$ cat src/rtl/dct_coeff_zigzag_reader_pkg.sv
// Shared JPEG tables for the coefficient reader.
//   ZIGZAG[k]   : raster address (row*8+col) of zigzag position k
//   LUMA_Q[r]   : JPEG luma quality-50 quantizer, raster order
//   CHROMA_Q[r] : JPEG chroma quality-50 quantizer, raster order
//   recip_of(q) : round(65536/q) as a 17-bit unsigned reciprocal
//   state_t     : reader FSM state encoding
package jfpjc_tables;

  localparam int BLOCK_SIZE = 64;
  localparam int FIFO_DEPTH = 4;

  typedef enum logic [1:0] {
    ST_IDLE   = 2'd0,
    ST_STREAM = 2'd1,
    ST_DRAIN  = 2'd2
  } state_t;

  localparam int ZIGZAG [BLOCK_SIZE] = '{
     0,  1,  8, 16,  9,  2,  3, 10,
    17, 24, 32, 25, 18, 11,  4,  5,
    12, 19, 26, 33, 40, 48, 41, 34,
    27, 20, 13,  6,  7, 14, 21, 28,
    35, 42, 49, 56, 57, 50, 43, 36,
    29, 22, 15, 23, 30, 37, 44, 51,
    58, 59, 52, 45, 38, 31, 39, 46,
    53, 60, 61, 54, 47, 55, 62, 63
  };

  localparam int LUMA_Q [BLOCK_SIZE] = '{
    16,  11,  10,  16,  24,  40,  51,  61,
    12,  12,  14,  19,  26,  58,  60,  55,
    14,  13,  16,  24,  40,  57,  69,  56,
    14,  17,  22,  29,  51,  87,  80,  62,
    18,  22,  37,  56,  68, 109, 103,  77,
    24,  35,  55,  64,  81, 104, 113,  92,
    49,  64,  78,  87, 103, 121, 120, 101,
    72,  92,  95,  98, 112, 100, 103,  99
  };

  localparam int CHROMA_Q [BLOCK_SIZE] = '{
    17,  18,  24,  47,  99,  99,  99,  99,
    18,  21,  26,  66,  99,  99,  99,  99,
    24,  26,  56,  99,  99,  99,  99,  99,
    47,  66,  99,  99,  99,  99,  99,  99,
    99,  99,  99,  99,  99,  99,  99,  99,
    99,  99,  99,  99,  99,  99,  99,  99,
    99,  99,  99,  99,  99,  99,  99,  99,
    99,  99,  99,  99,  99,  99,  99,  99
  };

  // Only ever called with constant arguments, so it folds to a table entry.
  // Q=1 yields 65536, which is why the result needs 17 bits.
  function automatic logic [16:0] recip_of(input int q);
    return 17'((65536 + q / 2) / q);
  endfunction

endpackage

$ cat src/rtl/dct_coeff_zigzag_reader_if.sv
// Bundle between the coefficient reader, the DCT result EBR and the entropy
// coder.
//   start             : begin draining a block (DCT finished)
//   result_read_addr  : raster read address into the DCT result EBR
//   result_data_in    : signed EBR read data, one cycle after the address
//   coef_out/index/last/valid, coef_ready : quantized coefficient stream
//   busy, done        : block status
//
// Handshake: a coefficient transfers on a rising clock edge where coef_valid
// and coef_ready are both high. Once coef_valid is high, coef_out, coef_index
// and coef_last hold their values until that transfer; coef_valid never
// depends on coef_ready.
interface dct_coeff_zigzag_reader_if #(
  parameter int OUT_WIDTH = 12
);

  logic                 start;
  logic [5:0]           result_read_addr;
  logic [15:0]          result_data_in;
  logic [OUT_WIDTH-1:0] coef_out;
  logic [5:0]           coef_index;
  logic                 coef_last;
  logic                 coef_valid;
  logic                 coef_ready;
  logic                 busy;
  logic                 done;

  modport master (
    input  start, result_data_in, coef_ready,
    output result_read_addr, coef_out, coef_index, coef_last, coef_valid,
           busy, done
  );

  modport slave (
    output start, result_data_in, coef_ready,
    input  result_read_addr, coef_out, coef_index, coef_last, coef_valid,
           busy, done
  );

endinterface

$ cat src/rtl/dct_coeff_zigzag_reader_quant_reciprocal_rom.sv
// Combinational reciprocal ROM: raster address in, round(65536/Q) out.
//   CHROMA      : 0 = luma quality-50 table, 1 = chroma quality-50 table
//   raster_addr : raster position (row*8+col) of the coefficient
//   recip       : 17-bit unsigned reciprocal of the quantizer step
module quant_reciprocal_rom
  import jfpjc_tables::*;
#(
  parameter int CHROMA = 0
) (
  input  logic [5:0]  raster_addr,
  output logic [16:0] recip
);

  logic [16:0] rom [BLOCK_SIZE];

  for (genvar g = 0; g < BLOCK_SIZE; g++) begin : g_rom
    assign rom[g] = recip_of((CHROMA != 0) ? CHROMA_Q[g] : LUMA_Q[g]);
  end

  assign recip = rom[raster_addr];

endmodule

$ cat src/rtl/dct_coeff_zigzag_reader.sv
// Drains one 8x8 block of signed 16-bit DCT coefficients in zigzag order,
// quantizes each by reciprocal multiplication and streams it out.
//   clock, nreset : single clock, asynchronous active-low reset
//   bus           : EBR read port, start/busy/done, coefficient stream
//   dbg_state     : current FSM state
// Pipeline: address register -> EBR data -> quantize into a 4-entry
// show-ahead FIFO. A read is issued only while FIFO occupancy plus reads
// still in the first two stages is below 4, so every issued read has a
// reserved FIFO slot.
module dct_coeff_zigzag_reader
  import jfpjc_tables::*;
#(
  parameter int OUT_WIDTH = 12,
  parameter int CHROMA    = 0
) (
  input  logic                        clock,
  input  logic                        nreset,
  dct_coeff_zigzag_reader_if.master   bus,
  output state_t                      dbg_state
);

  typedef struct packed {
    logic [OUT_WIDTH-1:0] coef;
    logic [5:0]           idx;
    logic                 last;
  } entry_t;

  localparam logic signed [33:0] ROUND_BIAS = 34'sd32768;
  localparam logic signed [33:0] Q_MAX = (34'sd1 <<< (OUT_WIDTH - 1)) - 34'sd1;
  localparam logic signed [33:0] Q_MIN = -(34'sd1 <<< (OUT_WIDTH - 1));
  localparam logic [OUT_WIDTH-1:0] Q_MAX_N = {1'b0, {(OUT_WIDTH-1){1'b1}}};
  localparam logic [OUT_WIDTH-1:0] Q_MIN_N = {1'b1, {(OUT_WIDTH-1){1'b0}}};

  state_t     state_q, state_d;
  logic [5:0] zz_q, zz_d;
  logic [5:0] addr_q, addr_d;
  logic       s1_valid_q, s1_valid_d;
  logic [5:0] s1_idx_q, s1_idx_d;
  logic       s2_valid_q, s2_valid_d;
  logic [5:0] s2_idx_q, s2_idx_d;
  logic [5:0] s2_raster_q, s2_raster_d;
  logic       busy_q, busy_d;
  logic       done_q, done_d;
  entry_t     mem_q [FIFO_DEPTH];
  entry_t     mem_d [FIFO_DEPTH];
  logic [1:0] wr_ptr_q, wr_ptr_d;
  logic [1:0] rd_ptr_q, rd_ptr_d;
  logic [2:0] count_q, count_d;

  logic                 credit_ok;
  logic                 issue;
  logic                 pop;
  logic [5:0]           rd_zz;
  logic [2:0]           occupancy;
  entry_t               head;
  logic [16:0]          recip;
  logic signed [33:0]   prod;
  logic signed [33:0]   rounded;
  logic signed [33:0]   q_wide;
  logic [OUT_WIDTH-1:0] q_sat;

  // The reciprocal follows the raster address that travelled with the read,
  // so it lines up with the EBR data currently on result_data_in.
  quant_reciprocal_rom #(.CHROMA(CHROMA)) u_recip_rom (
    .raster_addr (s2_raster_q),
    .recip       (recip)
  );

  // Quantize: floor((data*recip + 32768) / 65536) rounds half toward +inf,
  // then saturate to the signed output range.
  always_comb begin
    prod    = 34'($signed(bus.result_data_in)) * 34'($signed({1'b0, recip}));
    rounded = prod + ROUND_BIAS;
    q_wide  = rounded >>> 16;
    if (q_wide > Q_MAX) begin
      q_sat = Q_MAX_N;
    end else if (q_wide < Q_MIN) begin
      q_sat = Q_MIN_N;
    end else begin
      q_sat = q_wide[OUT_WIDTH-1:0];
    end
  end

  assign head      = mem_q[rd_ptr_q];
  assign pop       = (count_q != 3'd0) && bus.coef_ready;
  assign occupancy = count_q + {2'b00, s1_valid_q} + {2'b00, s2_valid_q};
  assign credit_ok = occupancy < 3'(FIFO_DEPTH);

  // FSM next state and read issue. The start cycle itself issues zigzag 0 so
  // address 0 is on the EBR port right after start is sampled.
  always_comb begin
    state_d    = state_q;
    zz_d       = zz_q;
    addr_d     = addr_q;
    s1_valid_d = 1'b0;
    s1_idx_d   = s1_idx_q;
    busy_d     = busy_q;
    done_d     = 1'b0;
    rd_zz      = zz_q;
    issue      = 1'b0;

    case (state_q)
      ST_IDLE: begin
        if (bus.start) begin
          state_d = ST_STREAM;
          busy_d  = 1'b1;
          rd_zz   = 6'd0;
          zz_d    = 6'd0;
          issue   = credit_ok;
        end
      end
      ST_STREAM: begin
        issue = credit_ok;
      end
      ST_DRAIN: begin
        if (pop && head.last) begin
          state_d = ST_IDLE;
          busy_d  = 1'b0;
          done_d  = 1'b1;
        end
      end
      default: begin
        state_d = ST_IDLE;
      end
    endcase

    if (issue) begin
      addr_d     = 6'(ZIGZAG[rd_zz]);
      s1_valid_d = 1'b1;
      s1_idx_d   = rd_zz;
      zz_d       = rd_zz + 6'd1;
      if ((state_q == ST_STREAM) && (rd_zz == 6'd63)) begin
        state_d = ST_DRAIN;
      end
    end
  end

  // Second stage: tags that line up with the EBR data now on the bus.
  always_comb begin
    s2_valid_d  = s1_valid_q;
    s2_idx_d    = s1_idx_q;
    s2_raster_d = addr_q;
  end

  // Output FIFO: written from the quantizer, read show-ahead.
  always_comb begin
    mem_d    = mem_q;
    wr_ptr_d = wr_ptr_q;
    rd_ptr_d = rd_ptr_q;
    if (s2_valid_q) begin
      mem_d[wr_ptr_q] = '{coef: q_sat, idx: s2_idx_q, last: (s2_idx_q == 6'd63)};
      wr_ptr_d        = wr_ptr_q + 2'd1;
    end
    if (pop) begin
      rd_ptr_d = rd_ptr_q + 2'd1;
    end
    count_d = count_q + {2'b00, s2_valid_q} - {2'b00, pop};
  end

  always_ff @(posedge clock or negedge nreset) begin
    if (!nreset) begin
      state_q     <= ST_IDLE;
      zz_q        <= 6'd0;
      addr_q      <= 6'd0;
      s1_valid_q  <= 1'b0;
      s1_idx_q    <= 6'd0;
      s2_valid_q  <= 1'b0;
      s2_idx_q    <= 6'd0;
      s2_raster_q <= 6'd0;
      busy_q      <= 1'b0;
      done_q      <= 1'b0;
      wr_ptr_q    <= 2'd0;
      rd_ptr_q    <= 2'd0;
      count_q     <= 3'd0;
      for (int i = 0; i < FIFO_DEPTH; i++) begin
        mem_q[i] <= '0;
      end
    end else begin
      state_q     <= state_d;
      zz_q        <= zz_d;
      addr_q      <= addr_d;
      s1_valid_q  <= s1_valid_d;
      s1_idx_q    <= s1_idx_d;
      s2_valid_q  <= s2_valid_d;
      s2_idx_q    <= s2_idx_d;
      s2_raster_q <= s2_raster_d;
      busy_q      <= busy_d;
      done_q      <= done_d;
      wr_ptr_q    <= wr_ptr_d;
      rd_ptr_q    <= rd_ptr_d;
      count_q     <= count_d;
      mem_q       <= mem_d;
    end
  end

  // Outputs read zero whenever the FIFO is empty.
  assign bus.coef_valid       = (count_q != 3'd0);
  assign bus.coef_out         = bus.coef_valid ? head.coef : '0;
  assign bus.coef_index       = bus.coef_valid ? head.idx : 6'd0;
  assign bus.coef_last        = bus.coef_valid & head.last;
  assign bus.result_read_addr = addr_q;
  assign bus.busy             = busy_q;
  assign bus.done             = done_q;
  assign dbg_state            = state_q;

endmodule

$ cat src/flat_wrapper.sv
// flat-port wrapper written by rule: the top's interface ports become plain ports
module dct_coeff_zigzag_reader_flat import jfpjc_tables::*;
#(
  parameter int OUT_WIDTH = 12,
  parameter int CHROMA    = 0
)
  (clock, nreset, dbg_state, bus_start, bus_result_data_in, bus_coef_ready, bus_result_read_addr, bus_coef_out, bus_coef_index, bus_coef_last, bus_coef_valid, bus_busy, bus_done);
  dct_coeff_zigzag_reader_if #(.OUT_WIDTH(OUT_WIDTH)) bus_i ();
  input  logic clock;
  input  logic nreset;
  output state_t dbg_state;
  input wire logic [$bits(bus_i.start)-1:0] bus_start;
  input wire logic [$bits(bus_i.result_data_in)-1:0] bus_result_data_in;
  input wire logic [$bits(bus_i.coef_ready)-1:0] bus_coef_ready;
  output wire logic [$bits(bus_i.result_read_addr)-1:0] bus_result_read_addr;
  output wire logic [$bits(bus_i.coef_out)-1:0] bus_coef_out;
  output wire logic [$bits(bus_i.coef_index)-1:0] bus_coef_index;
  output wire logic [$bits(bus_i.coef_last)-1:0] bus_coef_last;
  output wire logic [$bits(bus_i.coef_valid)-1:0] bus_coef_valid;
  output wire logic [$bits(bus_i.busy)-1:0] bus_busy;
  output wire logic [$bits(bus_i.done)-1:0] bus_done;
  assign bus_i.start = bus_start;
  assign bus_i.result_data_in = bus_result_data_in;
  assign bus_i.coef_ready = bus_coef_ready;
  assign bus_result_read_addr = bus_i.result_read_addr;
  assign bus_coef_out = bus_i.coef_out;
  assign bus_coef_index = bus_i.coef_index;
  assign bus_coef_last = bus_i.coef_last;
  assign bus_coef_valid = bus_i.coef_valid;
  assign bus_busy = bus_i.busy;
  assign bus_done = bus_i.done;
  dct_coeff_zigzag_reader #(.OUT_WIDTH(OUT_WIDTH), .CHROMA(CHROMA)) u_core (.clock(clock), .nreset(nreset), .bus(bus_i), .dbg_state(dbg_state));
endmodule
$ cat config.mk
export PLATFORM = sky130hd
export DESIGN_NAME = dct_coeff_zigzag_reader_flat
export DESIGN_NICKNAME = d
export VERILOG_FILES = /design/src/rtl/dct_coeff_zigzag_reader_pkg.sv /design/src/rtl/dct_coeff_zigzag_reader_if.sv /design/src/rtl/dct_coeff_zigzag_reader_quant_reciprocal_rom.sv /design/src/rtl/dct_coeff_zigzag_reader.sv /design/src/flat_wrapper.sv
export SDC_FILE = /design/constraint.sdc
export NUM_CORES = 1
export LEC_CHECK = 0
export ABC_AREA = 1
export CAP_MARGIN = 5
export CORE_UTILIZATION = 45
export DETAILED_ROUTE_END_ITERATION = 8
export GPL_ROUTABILITY_DRIVEN = 0
export SKIP_CTS_REPAIR_TIMING = 1
export SLEW_MARGIN = 10
export SYNTH_ARGS = -nofsm -noshare
export SYNTH_HDL_FRONTEND = slang
export SYNTH_SLANG_ARGS = --single-unit
$ cat constraint.sdc
create_clock -name clock -period 7.88 [get_ports clock]
set_input_delay 1.97 -clock clock [delete_from_list [all_inputs] [get_ports clock]]
set_output_delay 1.97 -clock clock [all_outputs]
set_load 0.05 [all_outputs]
# == Yosys cells after proc, flatten, opt, wreduce, memory -nomap -nowiden ==
# Memory sizes are Yosys's and may differ from the RTL's. A register that Yosys moved wholly into a read port is not among the register bits.
# Index checks and enable logic that the tools add are counted.
# classes
eq_ne,6
n_addsub,8
n_reduce_logical,9
n_mux,28
n_lt_le_gt_ge,7
n_bitwise,5
multipliers,1
# ops
cell,count
$bwmux 76,1
$mux 19,3
$bmux 19 s2,1
$demux 19 s2,1
$mux 12,3
$add 34x17->34 const B,1
$mul 16x18->34,1
$mux 17,2
$mux 6,4
$gt 18x12->1 const B,1
$lt 18x12->1 const B,1
$not 6->7,2
$eq 6x6->1 const B,2
$add 3x1->3,3
$mux 2,4
$ge 7x7->1 const B,1
$add 6x1->6 const B,1
$ge 3x3->1 const B,2
$mux 1,6
$not 2->3,2
$pmux 2 s3,1
$add 2x1->2 const B,2
$logic_and 1x1->1,4
$pmux 1 s2,2
13 further kinds,13
# word_totals
ff_bits,113
romBits,3136
n_memories,2
inputBits,20
out_inout_bits,30
# mem_list
memory,words,width,read_ports,rd_clocked_by_memory_dff,wr,line_no,text
(no name shown),64,32,1,1,0,dct_coeff_zigzag_reader.sv:128,addr_d = 6'(ZIGZAG[rd_zz]);
(no name shown),64,17,1,0,0,dct_coeff_zigzag_reader_quant_reciprocal_rom.sv:20,assign recip = rom[raster_addr];

# == Depth between registers and ports, before layout ==
# Gate-level depths: netlist of run 1.
# depth
ltp_word,10
depth_mapped,44
mapped_depth_nobuf,42

# == Hierarchy ==
# Synthesis of run 1 repeated with hierarchy kept, for this count alone.
# unflattened
hier_cells,2331
area_unflattened_um2,16942.5
# modules_own_cells
module,area_per_inst_um2,cells_per_inst,n_inst
dct_coeff_zigzag_reader,15675.0,2069,1
quant_reciprocal_rom,1267.5,262,1

# == Worst setup path after synthesis of run 1 ==
# OpenSTA, ideal clock, no wires.
# synth_path
path_type,input port to flip-flop
startpoint,input bus_result_data_in[6]
endpoint,register u_core.mem_q[17] (netlist bit)
path_slack_ns,0.369
path_buffers,2
arrival_time_ns,7.446
path_stages,30
path_cell_list,inv_1 > clkbuf_1 > nor2_1 > fa_1 > inv_1 > fa_1 > inv_1 > fa_1 > fa_1 > fa_1 > inv_1 > fa_1 > inv_1 > ha_1 > a21oi_1 > o21ai_0 > a21oi_1 > o21bai_1 > a21oi_1 > nand3_1 > nand2_1 > nand3_1 > nor2_1 > nand3_1 > nand2_1 > buf_8 > nand2_2 > nand2_4 > nand2_1 > nand2_1
# synth_between
elab_chain_len,6
elab_cells_between_ends,7
cone_classes,add/sub (1); mul (1); order compare (2); mux (3)
# synth_lines
item,line_no,text
from (decl),flat_wrapper.sv:13,input wire logic [$bits(bus_i.result_data_in)-1:0] bus_result_data_in;
$mul 16x18->34 (*),dct_coeff_zigzag_reader.sv:72,"prod = 34'($signed(bus.result_data_in)) * 34'($signed({1'b0, recip}));"
$add 34x17->34 (*),dct_coeff_zigzag_reader.sv:73,rounded = prod + ROUND_BIAS;
$lt 18x12->1,dct_coeff_zigzag_reader.sv:77,end else if (q_wide < Q_MIN) begin
$mux 12,dct_coeff_zigzag_reader.sv:77,
$mux 12 (*),dct_coeff_zigzag_reader.sv:75,if (q_wide > Q_MAX) begin
$bwmux 76 (*),dct_coeff_zigzag_reader.sv:151,"mem_d[wr_ptr_q] = '{coef: q_sat, idx: s2_idx_q, last: (s2_idx_q == 6'd63)};"
to (signal assigned),dct_coeff_zigzag_reader.sv:192,mem_q <= mem_d;
to (decl),dct_coeff_zigzag_reader.sv:44,entry_t mem_q [FIFO_DEPTH];
# Mark *: on every way between the ends. The rest lies on a longest branch, timed or not.
# A chain may end at the register's enable or synchronous reset.

# == Final worst setup path of run 1 ==
# layout_path
startpoint,input bus_result_data_in[14]
endpoint,register u_core.mem_q[11] (netlist bit)
# The elaborated chain is that of the path after synthesis.

==> results of run 1 <==
## final cells by class
| class | instances | area [um2] |
|---|---|---|
| Clock inverter | 14 | 199 |
| Sequential cell | 119 | 2980 |
| Fill cell | 3091 | 14200 |
| Tap cell | 435 | 544 |
| Multi-Input combinational cell | 1449 | 10600 |
| Timing Repair Buffer | 194 | 1660 |
| Inverter | 317 | 1200 |
| Clock buffer | 18 | 439 |
## registers in the layout, summed over array words and instances (netlist names)
signal                       count
u_core.bus.busy                  1
u_core.bus.done                  1
u_core.bus.result_read_addr      6
u_core.count_q                   3
u_core.dbg_state                 2
u_core.mem_q                    76
u_core.rd_ptr_q                  2
u_core.s1_idx_q                  6
u_core.s1_valid_q                1
u_core.s2_idx_q                  6
u_core.s2_raster_q               6
u_core.s2_valid_q                1
u_core.wr_ptr_q                  2
u_core.zz_q                      6
## logic make-up (layout without fill, tap and decap cells)
family	count (synthesis)	count (layout)	share of synthesized area, %
flops	119	119	20.3
compound gates	287	287	10.9
buf+inv	383	543	10.1
fa+ha+maj	310	310	34.3
xor+xnor	21	21	1.31
simple gates	831	831	23.1
## routing by layer
metal,vias to the layer above,share of wire (%),global-route usage (%)
met3,72,6.2,3.25
met5,-,0,0
li1,6398,-,-
met4,0,2.7,8.94
met1,6349,44,35.6
met2,469,47,43.3
## worst max-delay path: stages
cell	delay [ps]
clkdlybuf4s50_1	550
inv_1	140
nor2_2	160
fa_1	450
fa_1	400
fa_1	590
fa_1	460
fa_1	560
inv_1	70
fa_1	540
inv_1	70
ha_4	300
nand2_2	100
buf_4	150
nor4_2	140
buf_4	160
nand3_2	70
nand2_2	100
nand2_1	70
nand2_2	110
xor2_4	200
inv_2	80
nand2_4	120
buf_12	150
nand2_4	70
nand2_1	60
nand2_1	60
## stage by stage
step	instances	hold slack [ps]	area [um2]	worst slack, ps	utilization (%)
floorplan	1951	354	14700	369	-
global placement	2511	360	16500	-427	51.9
detailed placement	2511	365	16500	-444	51.9
CTS	2543	377	17100	-68.7	53.9
global route	2546	382	17600	-44.9	55.4
finish	2546	379	17600	274	55.4
## synth_stat cells (all sizes together)
| library cell | count |
|---|---|
| a31o | 1 |
| a211o | 1 |
| inv | 311 |
| fa | 152 |
| a32oi | 1 |
| a31oi | 8 |
| nand3b | 1 |
| xor2 | 15 |
| a221o | 2 |
| nand4 | 4 |
| a221oi | 2 |
| a311oi | 1 |
| a21o | 1 |
| nor4 | 11 |
| nand3 | 50 |
| clkinv | 6 |
| o221ai | 3 |
| a211oi | 3 |
| dfrtp | 119 |
| a21oi | 87 |
| o21bai | 2 |
| xnor2 | 6 |
| o31ai | 2 |
| o21a | 4 |
| nor2 | 279 |
| ha | 158 |
| nand2 | 476 |
| o21ai | 143 |
| a21boi | 2 |
| o211ai | 9 |
| nor3 | 10 |
| clkbuf | 48 |
| o22ai | 6 |
| buf | 18 |
| o311ai | 9 |
## how the worst max path moves through the flow
stage / slack (ps) / depth (start not counted) / from / to
finish: 270 / 27 / bus_result_data_in[14] / u_core.mem_q[11]
global route: -40 / 27 / bus_result_data_in[14] / u_core.mem_q[71]
CTS: -70 / 27 / bus_result_data_in[12] / u_core.mem_q[46]
detailed placement: -440 / 27 / bus_result_data_in[12] / u_core.mem_q[17]
global placement: -430 / 27 / bus_result_data_in[15] / u_core.mem_q[49]
floorplan: 370 / 30 / bus_result_data_in[6] / u_core.mem_q[17]
## placed cells by master (no fill, tap or decap), types with 5 or more instances in the layout
master	instances
o311ai_0	8
o21ai_0	130
inv_2	7
nor2_2	13
a31oi_1	7
clkdlybuf4s50_1	37
ha_1	147
o211ai_1	9
clkinv_1	6
a21oi_1	76
nor4_2	6
xor2_1	14
nor2_1	262
nand2_2	30
o21ai_2	5
o22ai_1	5
nand2_1	433
a21oi_2	7
xnor2_1	6
inv_1	300
o21ai_1	8
nand2_4	13
fa_2	8
dlymetal6s2s_1	11
nor3_1	8
dfrtp_1	119
ha_4	8
buf_4	137
nand3_1	47
fa_1	144
buf_6	7
clkinv_4	5
clkbuf_16	17
==> impl_results.md, run 1 <==
- Seq/Total Area, Yosys: 20.3%
- Hold EP: u_core.s2_idx_q[4]
- H-tree levels: 4
- WL/cell: 16.1 um
- FF-to-FF setup slack: 420 ps
- Max cap viols: 0
- Reg2reg path depth: 38
- Core ar.: 31800 um2
- Layout Nets: roughly 2400
- IO buf count: 49
- Hold path startpoint: u_core.s1_idx_q[4]
- Syn Inst Count: 1951
- Via/cell ratio: 5.22
- Top cells by area, synth: fa_1 (21%), dfrtp_1 (20%), ha_1 (13%), nand2_1 (11%), inv_1 (7.9%)
- Sum Neg Setup Slack: 0 ps
- Routed wire length: 41.0 mm
- Pin count of the biggest net entering global routing: 84
- Final hold vios: 0
- Die Span X: 182 um
- Crit path capture type: register
- Bufs on Longest Clock Path: 2
- DR vias: approximately 13000
- Crit-path max FO: 5
- N_diodes: 0
- Hold Path Stages: 0
- Dominant cell type by area after synthesis: fa_1
- Initial antenna violation count: 0
- Yosys warns: 0
- Sink Count: 119
- Critical Path RT: 8180 ps
- Dpl hpwl: 32.0 mm
- Root Driver: clkbuf_16
- Worst setup SP type: input pin
- I/O pin count: 50
- Slew @ Worst Pin: 1190 ps
- DRC violations left: 0
- Cell Rows: 65
- Final ANT Viol Nets: 0
- Worst r2r dst: u_core.mem_q[11]
- Final min period: roughly 7600 ps
- Area delta synth->final: 20.3%
- FMAX: roughly 130 MHz
- Status: completed
- Vias in the first global route: around 14000
- Layout cells sized above 1: 14.4%
- Total CTS buffers: 17
- Synth Net Count: 2281
- Post-synthesis cell type count: between 40 and 50
- Pins over their slew limit: 0
- Hold/Removal Path Class: register to register
- Reg2reg start: u_core.s2_raster_q[0]
- First-pass GRT wire length: 69.2 mm
- Area share of the largest cell type after synthesis: between 20% and 30%
- FF+latch count, synth: 119
- Clock transition at the registers of the reported paths: about 60 ps
- GR Util All Layers: 26.2%
- Initial core utilization: 46.1%
- Post-synthesis area per instance: 7.51 um2
- Setup CP Type: input pin to register
- Clock latency on the worst-skew pair: 420 ps
- Mapped Area: 14700 um2
- Data arrival, critical path: around 7900 ps
- Period utilization: around 97%
- Detailed Route Iter0 Violations: 945
- Die area: between 30000 and 40000 um2
- Die height: 182 um
- Final setup fails: 0
- Relative slew margins: 20.4%
- Drt pass-1 iters: 6
- Total grt overflow: 0
- TritonCTS clock tree: yes
- Max Clock Skew: 7.13 ps
Power of run 1 is left out: the tool's default activity adds up to more than one toggle a clock period on the data nets, which glitch-free logic cannot reach.
==> run 2: changes to the inputs <==
CTS_BUF_LIST = sky130_fd_sc_hd__clkbuf_8   (was default)
==> impl_results.md, run 2 (synthesis gave the netlist of run 1 again) <==
- Status: completed (unchanged)
- Relative slew margins: 24.3% (was 20.4%)
- Met3 Use GR: 3.57% (was 3.25%)
- Die height: 182 um (unchanged)
- Final min period: 7570 ps (was 7610 ps)
- Die area: 33300 um2 (unchanged)
- Dpl ws: -444 ps (unchanged)
- FF+latch area: 2980 um2 (unchanged)
- Period utilization: 96.0% (was 96.5%)
- IO buf count: 49 (unchanged)
- WL/cell: 16.0 um (was 16.1 um)
- Top reg by flops: u_core.mem_q (unchanged)
- Multi-input gate area: 10600 um2 (about the same)
- Vias in the first global route: 13593 (was 13634)
- Bufs on Longest Clock Path: 2 (unchanged)
- Final setup fails: 0 (unchanged)
- Total CTS buffers: 17 (unchanged)
- Final hold vios: 0 (unchanged)
- First-pass GRT wire length: 69.0 mm (was 69.2 mm)
- Routed wire length: 40.8 mm (was 41.0 mm)
- I/O pin count: 50 (unchanged)
- Detailed Route Iter0 Violations: 982 (was 945)
- Setup CP Type: input pin to register (unchanged)
- Initial core utilization: 46.1% (unchanged)
- DR vias: 13192 (was 13288)
- Max Clock Skew: 9.55 ps (was 7.13 ps)
- Clock transition at the registers of the reported paths: 80 ps (was 60 ps)
- Hold Slack: 383 ps (was 379 ps)
- Crit path capture type: register (unchanged)
- Slew @ Worst Pin: 1130 ps (was 1190 ps)
- Max reg flops: 76 (unchanged)
- Max cap viols: 0 (unchanged)
- Hold path startpoint: u_core.s1_valid_q (was u_core.s1_idx_q[4])
- Data arrival, critical path: 7890 ps (was 7910 ps)
- Pin count of the biggest net entering global routing: 84 (unchanged)
- Worst r2r dst: u_core.mem_q[17] (was u_core.mem_q[11])
- Sink Count: 119 (unchanged)
- TritonCTS clock tree: yes (unchanged)
- Sum Neg Setup Slack: 0 ps (unchanged)
- DRC violations left: 0 (unchanged)
- Layout cells sized above 1: 14.5% (was 14.4%)
- Cell Rows: 65 (unchanged)
- Initial antenna violation count: 0 (unchanged)
- Via/cell ratio: 5.18 (was 5.22)
- Final setup margin: 312 ps (was 274 ps)
- FMAX: 132 MHz (was 131 MHz)
- Global-route layer with the greatest usage: met2 (unchanged)
- Most frequent cells in the layout: nand2_1 (434), inv_1 (300), nor2_1 (260), ha_1 (147), fa_1 (143) (was nand2_1 (433), inv_1 (300), nor2_1 (262), ha_1 (147), fa_1 (144))
- Reg2reg path depth: 37 (was 38)
- Core ar.: 31800 um2 (unchanged)
- Drt pass-1 iters: 5 (was 6)
- Dpl hpwl: 32.0 mm (unchanged)
- Final ANT Viol Nets: 0 (unchanged)
- Total grt overflow: 0 (unchanged)
- Hold EP: u_core.s2_valid_q (was u_core.s2_idx_q[4])
- Unrepaired setup endpoints after global routing: false
- Met1 Usage GRT: 35.7% (was 35.6%)
- GR Util All Layers: 26.1% (was 26.2%)
- Crit-path max FO: 5 (unchanged)
- Root Driver: clkbuf_8 (was clkbuf_16)
- Util after Layout: 54.8% (was 55.4%)
- Filler cells: 3107 (was 3091)
- N_diodes: 0 (unchanged)
- FF-to-FF setup slack: 500 ps (was 420 ps)
- Clock latency on the worst-skew pair: 440 ps (was 420 ps)
- Layout Nets: 2430 (was 2428)
- Met2 Usage GRT: 43.1% (was 43.3%)
- Pins over their slew limit: 0 (unchanged)
- Critical Path RT: 8200 ps (was 8180 ps)
- Hold/Removal Path Class: register to register (unchanged)
- Die Span X: 182 um (unchanged)
- Worst setup SP type: input pin (unchanged)
- Reg2reg start: u_core.s2_raster_q[2] (was u_core.s2_raster_q[0])
- Hold Path Stages: 0 (unchanged)
- Commonest non-fill, non-tap cell in the layout: nand2_1 (unchanged)
- Area delta synth->final: 18.9% (was 20.3%)
- H-tree levels: 4 (unchanged)
==> run 2: changes by cell type in the layout (fill, tap and decap cells not counted), moves of 2 or more <==
cell	delta
clkbuf_16	-17
clkbuf_8	+17
buf_4	+3
nor2_1	-2
nor2_2	+2
==> run 2: cell type report <==
type	count	share of cell area, %
multi-input cells	1449	60.8
well taps	435	3.12
repair buffers	196	9.56
clock inverters	14	1.14
flip-flops and latches	119	17.1
inverters	317	6.90
clock buffers	18	1.42
==> run 2: how the worst max path moves through the flow <==
stage                     cells past startpoint  slack (ps)                    from               end
final                                        27         310  bus_result_data_in[14]  u_core.mem_q[17]
after global routing                         30          20   bus_result_data_in[8]  u_core.mem_q[71]
after CTS                                    27         -40  bus_result_data_in[12]  u_core.mem_q[46]
after detailed placement                     27        -440  bus_result_data_in[12]  u_core.mem_q[17]
after global placement                       27        -430  bus_result_data_in[15]  u_core.mem_q[49]
after floorplan                              30         370   bus_result_data_in[6]  u_core.mem_q[17]
==> run 2: through the flow <==
step | cell area (um2) | std cells
final | 17400 | 2548
after global routing | 17400 | 2548
after CTS | 16900 | 2543
after detailed placement | 16500 | 2511
after global placement | 16500 | 2511
after floorplan | 14700 | 1951
==> run 2: worst max-delay path: stages <==
cell,delay [ps]
clkdlybuf4s50_1,550
inv_1,130
nor2_1,170
fa_1,450
fa_1,460
fa_1,540
fa_1,460
fa_1,560
inv_1,70
fa_1,540
inv_1,70
ha_4,290
nand2_2,90
buf_4,150
nor4_1,180
buf_4,170
nand3_2,70
nand2_2,100
nand2_1,70
nand2_2,110
xor2_4,190
nand2_2,90
buf_4,160
nand2_2,90
nand2_4,70
nand2_1,60
nand2_1,60
==> run 2: layer usage <==
metal,part of all wire [%],routed length (um),vias up
met2,47,19200,411
li1,-,-,6395
met5,0,0,-
met1,45,18200,6331
met3,5.8,2370,55
met4,2.3,944,0
Power of run 2 is left out for the same reason.
